<file path="config.mk">
export PLATFORM = sky130hd
export DESIGN_NAME = output_port_unit
export DESIGN_NICKNAME = d
export VERILOG_FILES = /design/src/rtl/output_port_unit.sv
export SDC_FILE = /design/constraint.sdc
export NUM_CORES = 1
export LEC_CHECK = 0
export CORE_MARGIN = 2
export CORE_UTILIZATION = 58
export CTS_CLUSTER_SIZE = 40
export DETAILED_ROUTE_END_ITERATION = 16
export PLACE_DENSITY = 0.78
export SLEW_MARGIN = 20
export SYNTH_ARGS = -nofsm -noshare
export SYNTH_HDL_FRONTEND = slang
export SYNTH_SLANG_ARGS = --single-unit
</file>
<file path="constraint.sdc">
create_clock -name clk -period 6.5 [get_ports clk]
set_input_delay 1.625 -clock clk [delete_from_list [all_inputs] [get_ports clk]]
set_output_delay 1.625 -clock clk [all_outputs]
set_load 0.01 [all_outputs]
</file>
<file path="src/rtl/output_port_unit.sv">
// Router egress stage: buffers incoming flits and forwards complete packets
// downstream over a req/ack handshake, one flit per cycle once granted.
module output_port_unit #(
  parameter int FLIT_W      = 32,
  parameter int DEPTH       = 8,
  parameter int ACK_TIMEOUT = 16
) (
  input  logic                     clk,
  input  logic                     reset_n,
  input  logic [FLIT_W-1:0]        i_flit,
  output logic                     o_flit_ready,
  output logic [FLIT_W-1:0]        o_flit,
  output logic                     o_transmit_req,
  input  logic                     i_transmit_ack,
  output logic                     o_busy,
  output logic                     o_retry,
  output logic [$clog2(DEPTH):0]   o_pkt_cnt
);
  localparam int AW = $clog2(DEPTH);
  localparam int TW = $clog2(ACK_TIMEOUT + 1);
  localparam logic [1:0] TYPE_TAIL = 2'b11;

  typedef enum logic [1:0] {IDLE, REQ, WAIT, SEND} state_t;

  state_t            state_reg, state_next;
  logic [FLIT_W-1:0] mem [DEPTH];
  logic [AW-1:0]     wr_ptr_reg, rd_ptr_reg;
  logic [AW:0]       count_reg, pkt_cnt_reg;
  logic [TW-1:0]     timer_reg, timer_next;
  logic [FLIT_W-1:0] flit_reg, flit_next;
  logic              req_reg, req_next;
  logic              retry_reg, retry_next;
  logic              full, empty, push, pop, push_tail, pop_tail;
  logic [FLIT_W-1:0] head;

  assign full      = (count_reg == (AW+1)'(DEPTH));
  assign empty     = (count_reg == '0);
  assign head      = mem[rd_ptr_reg];
  assign push      = i_flit[FLIT_W-1] && !full;
  assign push_tail = push && (i_flit[FLIT_W-2 -: 2] == TYPE_TAIL);
  assign pop_tail  = pop && (head[FLIT_W-2 -: 2] == TYPE_TAIL);

  // Storage is not reset; only pointers and count define what is valid.
  always_ff @(posedge clk) begin
    if (push) mem[wr_ptr_reg] <= i_flit;
  end

  always_ff @(posedge clk) begin
    if (!reset_n) begin
      wr_ptr_reg  <= '0;
      rd_ptr_reg  <= '0;
      count_reg   <= '0;
      pkt_cnt_reg <= '0;
    end else begin
      if (push) wr_ptr_reg <= wr_ptr_reg + 1'b1;
      if (pop)  rd_ptr_reg <= rd_ptr_reg + 1'b1;
      case ({push, pop})
        2'b10:   count_reg <= count_reg + 1'b1;
        2'b01:   count_reg <= count_reg - 1'b1;
        default: count_reg <= count_reg;
      endcase
      case ({push_tail, pop_tail})
        2'b10:   pkt_cnt_reg <= pkt_cnt_reg + 1'b1;
        2'b01:   pkt_cnt_reg <= pkt_cnt_reg - 1'b1;
        default: pkt_cnt_reg <= pkt_cnt_reg;
      endcase
    end
  end

  always_comb begin
    state_next = state_reg;
    timer_next = timer_reg;
    req_next   = req_reg;
    retry_next = 1'b0;
    flit_next  = '0;
    pop        = 1'b0;
    case (state_reg)
      IDLE: begin
        if (pkt_cnt_reg != '0) begin
          state_next = REQ;
          req_next   = 1'b1;
          timer_next = '0;
        end
      end
      REQ: begin
        // A grant arriving on the timeout cycle still wins.
        if (i_transmit_ack) begin
          state_next = SEND;
          req_next   = 1'b0;
        end else if (timer_reg == TW'(ACK_TIMEOUT - 1)) begin
          state_next = WAIT;
          req_next   = 1'b0;
          retry_next = 1'b1;
        end else begin
          timer_next = timer_reg + 1'b1;
        end
      end
      WAIT: begin
        state_next = REQ;
        req_next   = 1'b1;
        timer_next = '0;
      end
      SEND: begin
        if (!empty) begin
          pop       = 1'b1;
          flit_next = {1'b1, head[FLIT_W-2:0]};
          if (head[FLIT_W-2 -: 2] == TYPE_TAIL) state_next = IDLE;
        end
      end
      default: state_next = IDLE;
    endcase
  end

  always_ff @(posedge clk) begin
    if (!reset_n) begin
      state_reg <= IDLE;
      timer_reg <= '0;
      req_reg   <= 1'b0;
      retry_reg <= 1'b0;
      flit_reg  <= '0;
    end else begin
      state_reg <= state_next;
      timer_reg <= timer_next;
      req_reg   <= req_next;
      retry_reg <= retry_next;
      flit_reg  <= flit_next;
    end
  end

  assign o_flit_ready   = ~full;
  assign o_flit         = flit_reg;
  assign o_transmit_req = req_reg;
  assign o_retry        = retry_reg;
  assign o_busy         = (state_reg != IDLE);
  assign o_pkt_cnt      = pkt_cnt_reg;
endmodule

</file>
* Yosys cells after proc, flatten, opt, wreduce, memory -nomap -nowiden *
Memory sizes are Yosys's and may differ from the RTL's. A register that Yosys moved wholly into a read port is not among the register bits.
Index checks and enable logic that the tools add are counted.

word-level totals
  register bits = 55
  output and inout bits = 40
  logic and storage cells = 80
  latch bits = 0
  bits in read-only memories = 0
  memories = 1
  RAM bits = 256
  bits of input ports = 35

memory list
  memory  words  width  rd ports  clocked after Yosys merged registers in  wr ports  line  RTL
  mem     8      32     1         1                                        1         26    logic [FLIT_W-1:0] mem [DEPTH];

cells by class
  reductions and logical operators = 17
  bitwise logic cells = 4
  magnitude comparators = 0
  multipliers = 0
  multiplexer cells = 24
  equality and inequality tests = 17
  shift-type cells = 0
  $add $sub $neg = 7
  div/mod/pow operators = 0

operators by type and width
  operator                                                                count
  32-bit two-way mux                                                      1
  4-bit one-hot mux with 2 select lines                                   2
  5-bit two-way mux                                                       3
  5-bit one-hot mux with 3 select lines                                   1
  2-bit equality test (second input constant)                             6
  2-bit two-way mux                                                       5
  2-bit inequality test (second input constant)                           5
  4-bit by 1-bit adder with 4-bit output (second input constant)          2
  1-bit two-way mux                                                       8
  2-bit one-hot mux with 4 select lines                                   1
  4-bit AND reduction                                                     2
  4-bit by 1-bit subtractor with 4-bit output (second input constant)     2
  3-bit by 1-bit adder with 3-bit output (second input constant)          2
  2-bit by 1-bit equality test with 1-bit output (second input constant)  3
  3-bit two-way mux                                                       2
  2-bit nonzero test                                                      3
  3-bit OR reduction                                                      2
  5-bit by 1-bit adder with 5-bit output (second input constant)          1
  5-bit by 4-bit equality test with 1-bit output (second input constant)  1
  4-bit equality test (second input constant)                             1
  4-bit logical NOT                                                       1
  1-bit inverter                                                          4
  4-bit nonzero test                                                      1
  1-bit logical AND                                                       3
  other kinds (7)                                                         7

* Logic depth before layout (Yosys ltp) *
Gate-level depths: netlist of the first run.

  depth in word-level cells = 6
  mapped depth = 11
  depth with buffers taken out = 10

* Worst setup path before layout of the first run *
No wires, ideal clock.

  path type = input-to-reg
  start point = input port i_flit[31]
  end point = memory mem[0][0] (enable)
  buffers on the path = 0
  data arrival time = 4691 ps
  setup slack = 1312 ps
  stages on the path = 2
  setup time = 497 ps
  required time = 6003 ps
  path through = nand2_2 nor4_1

on the way
  word-level cells in the longest chain between the ends = 3

ends and longest elaborated chain
  item                                     line  RTL
  start: declaration                       10    input logic [FLIT_W-1:0] i_flit,
  1-bit logical AND                        39    assign push = i_flit[FLIT_W-1] && !full;
  1-bit two-way mux                        45    if (push) mem[wr_ptr_reg] <= i_flit;
  1-bit two-way mux (not written as such)  45
  end: declaration                         26

No other way between the ends.

* Worst setup path after layout of the first run *
  start point = register count_reg[0]
  end point = output port o_flit_ready

on the way
  word-level cells in the longest chain between the ends = 2

ends and longest elaborated chain
  item                      line  RTL
  start: declaration        28    logic [AW:0] count_reg, pkt_cnt_reg;
  start signal: assignment  58    2'b10: count_reg <= count_reg + 1'b1;
  start signal: assignment  59    2'b01: count_reg <= count_reg - 1'b1;
  start signal: assignment  60    default: count_reg <= count_reg;
  4-bit equality test       36    assign full = (count_reg == (AW+1)'(DEPTH));
  1-bit inverter            130   assign o_flit_ready = ~full;
  end: declaration          11    output logic o_flit_ready,

No other way between the ends.

==> summary.md, run 1 <==
* 0.791 — routability congestion estimate
* 20.5 mm — final wirelength
* 0% — fraction of synthesis flops using an asynchronous set or reset pin
* 1 — number of H-tree levels
* sky130_fd_sc_hd__clkbuf_16 — cell at the root of the clock tree
* 720 — count of nets after finishing
* 17.5% — area growth from synthesis to layout
* 58.6% — ratio of final minimum period to clock period
* 0.220 mV — Peak supply drop
* 19.5 µm² — Syn Area/Cell
* 75 — # IOs
* 11.9 mm — Detailed Place HPWL
* 4.32 nW — reported leakage power
* 2180 ps — arrival time of the worst setup path
* 1 — number of antenna violations at the first check in global routing
* 960 — Cell Count, Final, Fillers Out
* 144 µm — width of the chip
* 3810 ps — Final min period
* 20.5% — total track usage
* reg2reg — class of the worst hold path
* 12500 µm² — cell area reported after detailed placement
* 5853 — via count of the first global-routing pass
* 0 — Gates resized, CTS repair
* 540 ps — latest clock arrival within the worst-skew pair
* 3.93 mW — post-route total power
* 907 — placed cell count
* 21.4 µm — Routed wire per std cell
* output port — nature of the critical path endpoint
* sky130_fd_sc_hd__edfxtp_1 — flip-flop cell with the highest count after synthesis
* 0 — gr ovfl total
* 0 — detailed-route DRC error count
* 487 ps — WHS
* completed — run status
* 0 — max-capacitance violation count
* 0.263 GHz — Max Fclk
* 0 — setup-violating endpoint count in the final report
* 0 — Antenna Violating Nets Remaining
* 60 ps — clock-pin transition on the worst setup and hold timing paths
* 20800 µm² — floorplan die area
* 306 — # clock sinks
* 13400 µm² — total non-filler cell area in the finished layout
* 11400 µm² — post-synthesis cell area
* 5.69 — number of vias per cell
* reg2out — Crit Path Category
* yes — clock tree from TritonCTS
* 17.2 ps — clock tree skew after final layout
* 19300 µm² — area of the placeable core
* 29 — number of clock buffers inserted by TritonCTS
* 34 — maximum number of pins on one net before global-route repair
* 248 — Largest register FFs
* 0 ps — Sum Neg Setup Slack
* 6 — maximum fanout encountered on the critical timing path
* 58.9% — starting density of the core
* 0 — final slew viol count
* flop — critical path launch point type
* 3 — buffer levels on the longest clock path
* 42 — distinct cell type count after synthesis
* 74 — IO Port Bufs
* 19.7% — fraction of final layout cells sized beyond drive strength 1
* 1211 — filler instances
* 0 — number of buffers inserted by post-CTS setup repair
* 5461 — via count
* 1060 ps — transition time at the pin with the least slew margin
* 4880 ps — Required @ worst endpoint
* 631 — net count after synthesis
* 0 — synthesis warning total
* 248 — number of enable flip-flop cells after synthesis
* 0 — number of diodes
* 0 — number of hold violations in the final report
* 4 — drt pass-1 iters
* 306 — number of synthesized register bits
* 416 — first-iteration detailed-routing DRC count
* 0 — CTS hold repair buffers
* false — setup repair after global routing missed its margin
* 294 nW/µm² — cell area power density
* 31.9 mm — first-pass GRT wire length
* 51 — cell row count
* 144 µm — Die Span Y
* 29.2% — worst slew slack as a fraction of its limit
* 75.6% — Seq/Total Area, Yosys
* 584 — Syn Inst Count
## metrics by stage
| step | utilization (%) | setup WS, ps |
|---|---|---|
| final | 69.2 | 2690 |
| after global routing | 69.2 | 2620 |
| after CTS | 69.2 | 2670 |
| after detailed placement | 64.4 | 2340 |
| after global placement | 64.4 | 2450 |
| after floorplan | - | 1310 |
## cell usage in the layout (no fill, tap or decap), types with 4 or more instances in the layout
cell type	n
sky130_fd_sc_hd__edfxtp_1	248
sky130_fd_sc_hd__clkdlybuf4s50_1	74
sky130_fd_sc_hd__mux4_2	62
sky130_fd_sc_hd__nor2_1	59
sky130_fd_sc_hd__dfxtp_1	55
sky130_fd_sc_hd__mux2i_1	37
sky130_fd_sc_hd__clkbuf_16	29
sky130_fd_sc_hd__buf_4	11
sky130_fd_sc_hd__a21oi_1	10
sky130_fd_sc_hd__ha_1	10
sky130_fd_sc_hd__inv_1	9
sky130_fd_sc_hd__nand2_1	8
sky130_fd_sc_hd__clkinv_2	8
sky130_fd_sc_hd__xor2_1	7
sky130_fd_sc_hd__nand3_1	6
sky130_fd_sc_hd__nand2b_1	5
sky130_fd_sc_hd__clkinv_1	5
sky130_fd_sc_hd__nor3_2	4
## report_power, final
part / internal (mW) / switching, mW
registers: 2.16 / 0.0155
logic: 0.0612 / 0.0825
clock network: 0.930 / 0.678
total: 3.15 / 0.776
## cell usage after synthesis (all sizes together), types with 2 or more instances
library cell  number  area, µm²
xor2               7       61.3
buf               18        106
o21ai              4       20.0
clkbuf             9       33.8
a21oi             10       50.1
or4                2       18.8
mux4              62       1400
dfxtp             58       1160
a21o               2       15.0
ha                10        125
inv                9       33.8
edfxtp           248       7450
xnor2              2       17.5
nor3               5       25.0
nand2             10       42.5
mux2i             37        370
fa                 2       40.0
nor2              62        233
nand2b             5       31.3
nand3              6       30.0
## cell families after synthesis
logic type | after synthesis | share of synthesized area, %
xor gates and xnor gates | 9 | 0.692
muxes | 99 | 15.5
DFF | 306 | 75.6
and+or+nand+nor | 99 | 3.90
AOI/OAI and AO/OA | 22 | 1.27
adders and majority gates | 12 | 1.45
buffers and inverters | 37 | 1.56
## worst max-delay path, stage by stage (launching register included)
cell	delay, ps
sky130_fd_sc_hd__dfxtp_1	350
sky130_fd_sc_hd__or4b_2	780
sky130_fd_sc_hd__clkdlybuf4s50_1	530
## metal layers
layer / vias up / GRT usage (%) / wire, µm
met3: 27 / 3.41 / 1070
li1: 2464 / - / -
met5: - / 0 / 13
met2: 145 / 35.3 / 10400
met4: 2 / 5.42 / 348
met1: 2823 / 27.6 / 8730
## final timing paths
kind	from	endpoint	slack, ps	cells past startpoint
max	count_reg[0]	o_flit_ready	2690	2
max reg2reg	flop	o_pkt_cnt[3]	3200	9
min	timer_reg[1]	timer_reg[1]	490	2
min reg2reg	timer_reg[1]	timer_reg[1]	490	2
## layout make-up
type | instances | area, µm² | area share, %
inverters | 10 | 37.5 | 0.280
flip-flops and latches | 306 | 8620 | 64.4
clock inverters | 18 | 146 | 1.09
repair buffers | 85 | 823 | 6.15
clock buffers | 35 | 778 | 5.82
multi-input cells | 241 | 2650 | 19.8
well taps | 265 | 332 | 2.48
(Power assumes the default switching activity.)
==> run 2: changes to the inputs <==
==> constraint.sdc (replaced) <==
create_clock -name clk -period 3.6 [get_ports clk]
set_input_delay 0.9 -clock clk [delete_from_list [all_inputs] [get_ports clk]]
set_output_delay 0.9 -clock clk [all_outputs]
set_load 0.01 [all_outputs]
==> summary.md, run 2 (same netlist as run 1, synthesis figures left out) <==
* completed — run status
* output port — nature of the critical path endpoint
* false — setup repair after global routing missed its margin
* 47 — maximum number of pins on one net before global-route repair
* yes — clock tree from TritonCTS
* 415 — first-iteration detailed-routing DRC count
* 0 — Antenna Violating Nets Remaining
* 38.8% — worst slew slack as a fraction of its limit
* 5968 — via count of the first global-routing pass
* 12.3 mm — Detailed Place HPWL
* 86.3% — ratio of final minimum period to clock period
* 18.8% — area growth from synthesis to layout
* 0 — number of diodes
* 74 — IO Port Bufs
* 727 — count of nets after finishing
* 19300 µm² — area of the placeable core
* sky130_fd_sc_hd__edfxtp_1, sky130_fd_sc_hd__clkdlybuf4s50_1, sky130_fd_sc_hd__mux4_2 — commonest cells after routing, fill and taps aside
* 494 ps — WHS
* 32.7 mm — first-pass GRT wire length
* 0 — number of hold violations in the final report
* reg2out — Crit Path Category
* 0 — final slew viol count
* 0 — setup-violating endpoint count in the final report
* 0 — number of buffers inserted by post-CTS setup repair
* sky130_fd_sc_hd__edfxtp_1 — most common library cell in the layout ignoring fill and taps
* 20.5% — fraction of final layout cells sized beyond drive strength 1
* 9.29 ps — clock tree skew after final layout
* 6 — maximum fanout encountered on the critical timing path
* reg2reg — class of the worst hold path
* 69.9% — share of the core filled with cells in the final layout
* 306 — # clock sinks
* flop — critical path launch point type
* 0.764 — routability congestion estimate
* 75 — # IOs
* 60 ps — clock-pin transition on the worst setup and hold timing paths
* 5.76 — number of vias per cell
* 144 µm — width of the chip
* 0 — gr ovfl total
* 144 µm — Die Span Y
* 0 — max-capacitance violation count
* 30 — number of clock buffers inserted by TritonCTS
* 4.38 nW — reported leakage power
* or4b_2 -> clkdlybuf4s50_1 — cells traversed along the worst timing path
* 0 — Gates resized, CTS repair
* 21.2% — total track usage
* 21.7 µm — Routed wire per std cell
* 51 — cell row count
* 1 — number of H-tree levels
* 541 nW/µm² — cell area power density
* 3 — buffer levels on the longest clock path
* 917 ps — transition time at the pin with the least slew margin
* 540 ps — latest clock arrival within the worst-skew pair
* 790 ps — largest incremental delay on the critical path
* 248 — Largest register FFs
* 0 ps — Sum Neg Setup Slack
* 5579 — via count
* 2700 ps — Required @ worst endpoint
* 0 — detailed-route DRC error count
* sky130_fd_sc_hd__or4b_2 — cell at the slowest stage of the critical path
* 0.322 GHz — Max Fclk
* 0 — CTS hold repair buffers
* 21.1 mm — final wirelength
* 0.360 mV — Peak supply drop
* sky130_fd_sc_hd__clkbuf_16 — cell at the root of the clock tree
* 20800 µm² — floorplan die area
* 58.9% — starting density of the core
* 2210 ps — arrival time of the worst setup path
* 0 — number of antenna violations at the first check in global routing
* 5 — drt pass-1 iters
* 3110 ps — Final min period
==> run 2: final timing paths <==
check | startpoint | to | slack [ps] | cells after the start
max | count_reg[0] | o_flit_ready | 490 | 2
min | o_pkt_cnt[3] | o_pkt_cnt[3] | 490 | 2
max reg2reg | flop | o_pkt_cnt[3] | 680 | 9
min reg2reg | o_pkt_cnt[3] | o_pkt_cnt[3] | 490 | 2
==> run 2: power by group <==
group | switching, mW | internal (mW)
clock network | 1.26 | 1.87
logic | 0.150 | 0.111
registers | 0.0288 | 3.90
==> run 2: layout make-up <==
type,count,area (µm²)
sequential,306,8610
fill,1215,5810
multi-input combinational,241,2660
timing repair buffer,91,868
clock buffer,34,797
tap,265,332
clock inverter,22,209
inverter,10,37.5
==> run 2: through the flow <==
stage	total power, mW	area (µm²)	setup WS (ps)	cells
global route	7.54	13500	429	969
global placement	4.25	12500	578	913
floorplan	4.13	11400	-42.1	584
detailed placement	4.27	12500	501	913
CTS	7.38	13500	474	969
finish	7.32	13500	492	969
==> run 2: critical path: cells and delay by family, from the launching register on <==
kind / cells / cell delay (ps)
AND/OR/NAND/NOR: 1 / 790
flip-flops: 1 / 350
buffers and inverters: 1 / 530
==> run 2: routing by layer <==
metal  GRT usage [%]  up-vias  routed length [µm]  part of all wire [%]
li1                -     2480                   -                     -
met1            28.4     2895                8740                    42
met2            36.6      167               10900                    52
met3            3.28       37                 945                   4.5
met4            6.04        0                 506                   2.4
met5               0        -                   0                     0
==> run 3: changes to the inputs <==
--- a/config.mk
+++ b/config.mk
@@ -5,11 +5,13 @@
 export SDC_FILE = /design/constraint.sdc
 export NUM_CORES = 1
 export LEC_CHECK = 0
+export CELL_PAD_IN_SITES_DETAIL_PLACEMENT = 1
+export CELL_PAD_IN_SITES_GLOBAL_PLACEMENT = 1
 export CORE_MARGIN = 2
-export CORE_UTILIZATION = 58
+export CORE_UTILIZATION = 51
 export CTS_CLUSTER_SIZE = 40
 export DETAILED_ROUTE_END_ITERATION = 16
-export PLACE_DENSITY = 0.78
+export PLACE_DENSITY = 0.79
 export SLEW_MARGIN = 20
 export SYNTH_ARGS = -nofsm -noshare
 export SYNTH_HDL_FRONTEND = slang
==> summary.md, run 3 (same netlist as run 1, synthesis figures left out) <==
* 6398 — via count of the first global-routing pass
* 60 ps — clock-pin transition on the worst setup and hold timing paths
* 0 — Gates resized, CTS repair
* 3140 ps — Final min period
* 4.39 nW — reported leakage power
* reg2reg — class of the worst hold path
* 0 — number of hold violations in the final report
* sky130_fd_sc_hd__clkbuf_16 — cell at the root of the clock tree
* 87.1% — ratio of final minimum period to clock period
* 548 nW/µm² — cell area power density
* 0 — CTS hold repair buffers
* 17.0 ps — clock tree skew after final layout
* 3 — buffer levels on the longest clock path
* 19.0% — area growth from synthesis to layout
* 980 ps — transition time at the pin with the least slew margin
* 0.319 GHz — Max Fclk
* 23.5 mm — final wirelength
* 1 — number of H-tree levels
* 27.1% — fraction of met1 tracks used by global routing
* false — setup repair after global routing missed its margin
* met2 — Top Usage Layer GRT
* 493 ps — WHS
* 23500 µm² — floorplan die area
* output port — nature of the critical path endpoint
* 0 — setup-violating endpoint count in the final report
* 5.92 mW — cell-internal power
* 0 — number of antenna violations at the first check in global routing
* 20.2% — fraction of power spent switching nets
* 75 — # IOs
* 560 ps — latest clock arrival within the worst-skew pair
* 37.1 mm — first-pass GRT wire length
* 5578 — via count
* 153 µm — Die Span Y
* 31 — number of clock buffers inserted by TritonCTS
* yes — clock tree from TritonCTS
* 0.431 mV — Peak supply drop
* 0 — detailed-route DRC error count
* 3.15% — global routing usage on met3
* reg2out — Crit Path Category
* 0 — max-capacitance violation count
* 0 — number of buffers inserted by post-CTS setup repair
* sky130_fd_sc_hd__or4b_2 — cell at the slowest stage of the critical path
* 0 — Antenna Violating Nets Remaining
* 53.0% — share of total power in sequential cells
* 0.772 — routability congestion estimate
* 0 — number of diodes
* 725 — count of nets after finishing
* 23.9 µm — Routed wire per std cell
* 800 ps — largest incremental delay on the critical path
* 34.7% — worst slew slack as a fraction of its limit
* 49 — maximum number of pins on one net before global-route repair
* 373 — first-iteration detailed-routing DRC count
* 1905 — filler instances
* 13.6 mm — Detailed Place HPWL
* 20.5% — total track usage
* 2240 ps — arrival time of the worst setup path
* 54 — cell row count
* 3.6% — portion of total power attributed to combinational logic
* 52.0% — starting density of the core
* simple AND/OR/NAND/NOR gates — crit-path leading delay family
* or4b_2 -> clkdlybuf4s50_1 — cells traversed along the worst timing path
* 153 µm — width of the chip
* 43.5% — relative contribution of the clock network to total power
* 5 — drt pass-1 iters
* 2700 ps — Required @ worst endpoint
* 20.3% — fraction of final layout cells sized beyond drive strength 1
* 74 — IO Port Bufs
* sky130_fd_sc_hd__edfxtp_1 — most common library cell in the layout ignoring fill and taps
* 21900 µm² — area of the placeable core
* 2 — number of gates on the worst path with buffers counted
* 6 — maximum fanout encountered on the critical timing path
* 9 — worst r2r path cells
* 7.42 mW — post-route total power
* 2 — cell count of the worst hold path
* 0 — gr ovfl total
* 248 — Largest register FFs
* flop — critical path launch point type
* 0 — final slew viol count
* 35.8% — met2 usage
* 8610 µm² — register area
* 1.50 mW — Switch Pwr
* 2660 µm² — total area of multi-input combinational cells
* 306 — # clock sinks
* sky130_fd_sc_hd__edfxtp_1, sky130_fd_sc_hd__clkdlybuf4s50_1, sky130_fd_sc_hd__mux4_2 — commonest cells after routing, fill and taps aside
* 5.67 — number of vias per cell
* completed — run status
* 1 — Bufs and invs on worst path
[run 3: cell types whose count changed in the layout (fill, tap and decap cells not counted)]
cell | before | now
sky130_fd_sc_hd__clkbuf_8 | 1 | 6
sky130_fd_sc_hd__buf_4 | 17 | 14
sky130_fd_sc_hd__clkinv_2 | 8 | 6
sky130_fd_sc_hd__clkinvlp_4 | 3 | 1
sky130_fd_sc_hd__bufinv_16 | 4 | 3
sky130_fd_sc_hd__clkbuf_1 | 2 | 3
sky130_fd_sc_hd__clkinv_1 | 8 | 7
sky130_fd_sc_hd__inv_6 | 0 | 1
sky130_fd_sc_hd__inv_8 | 0 | 1
[run 3: final timing paths]
| check | endpoint | slack [ps] | startpoint |
|---|---|---|---|
| max | o_flit_ready | 460 | count_reg[0] |
| min | flop | 490 | rd_ptr_reg[1] |
| max reg2reg | o_pkt_cnt[3] | 660 | flop |
| min reg2reg | flop | 490 | rd_ptr_reg[1] |
[run 3: worst register-to-register path, delay by kind of cell, from the launching register on]
family / cells / cell delay, ps
adders and majority gates: 2 / 550
and+or+nand+nor: 1 / 120
AOI/OAI and AO/OA: 2 / 360
muxes: 4 / 1300
DFF: 1 / 540
[run 3: layout make-up]
class / instances / area share, %
clock buffer: 40 / 6.42
clock inverter: 18 / 1.26
inverter: 10 / 0.277
multi-input combinational: 241 / 19.7
sequential: 306 / 63.6
tap: 280 / 2.59
timing repair buffer: 88 / 6.24
[run 3: power groups by stage]
stage                     clock network, mW  logic [mW]  registers, mW
after global routing                   3.41       0.289           3.94
after floorplan                           0       0.126           4.00
after CTS                              3.28       0.270           3.93
after global placement                    0       0.246           4.00
after detailed placement                  0       0.264           4.01
final                                  3.23       0.264           3.93
[run 3: per-layer routing]
layer | vias to the layer above | share of wire [%]
li1 | 2480 | -
met1 | 2902 | 40
met2 | 157 | 53
met3 | 39 | 5.3
met4 | 0 | 2.4
met5 | - | 0
[run 3: metrics by stage]
step | utilization, % | worst slack [ps] | cell area (µm²) | cells | TNS (ps)
2_1_floorplan | - | -42.1 | 11400 | 584 | -3920
3_3_place_gp | 57.2 | 588 | 12500 | 925 | 0
3_5_place_dp | 57.2 | 413 | 12500 | 925 | 0
4_1_cts | 61.9 | 443 | 13600 | 983 | 0
5_1_grt | 61.9 | 422 | 13600 | 983 | 0
6_report | 61.9 | 463 | 13600 | 983 | 0
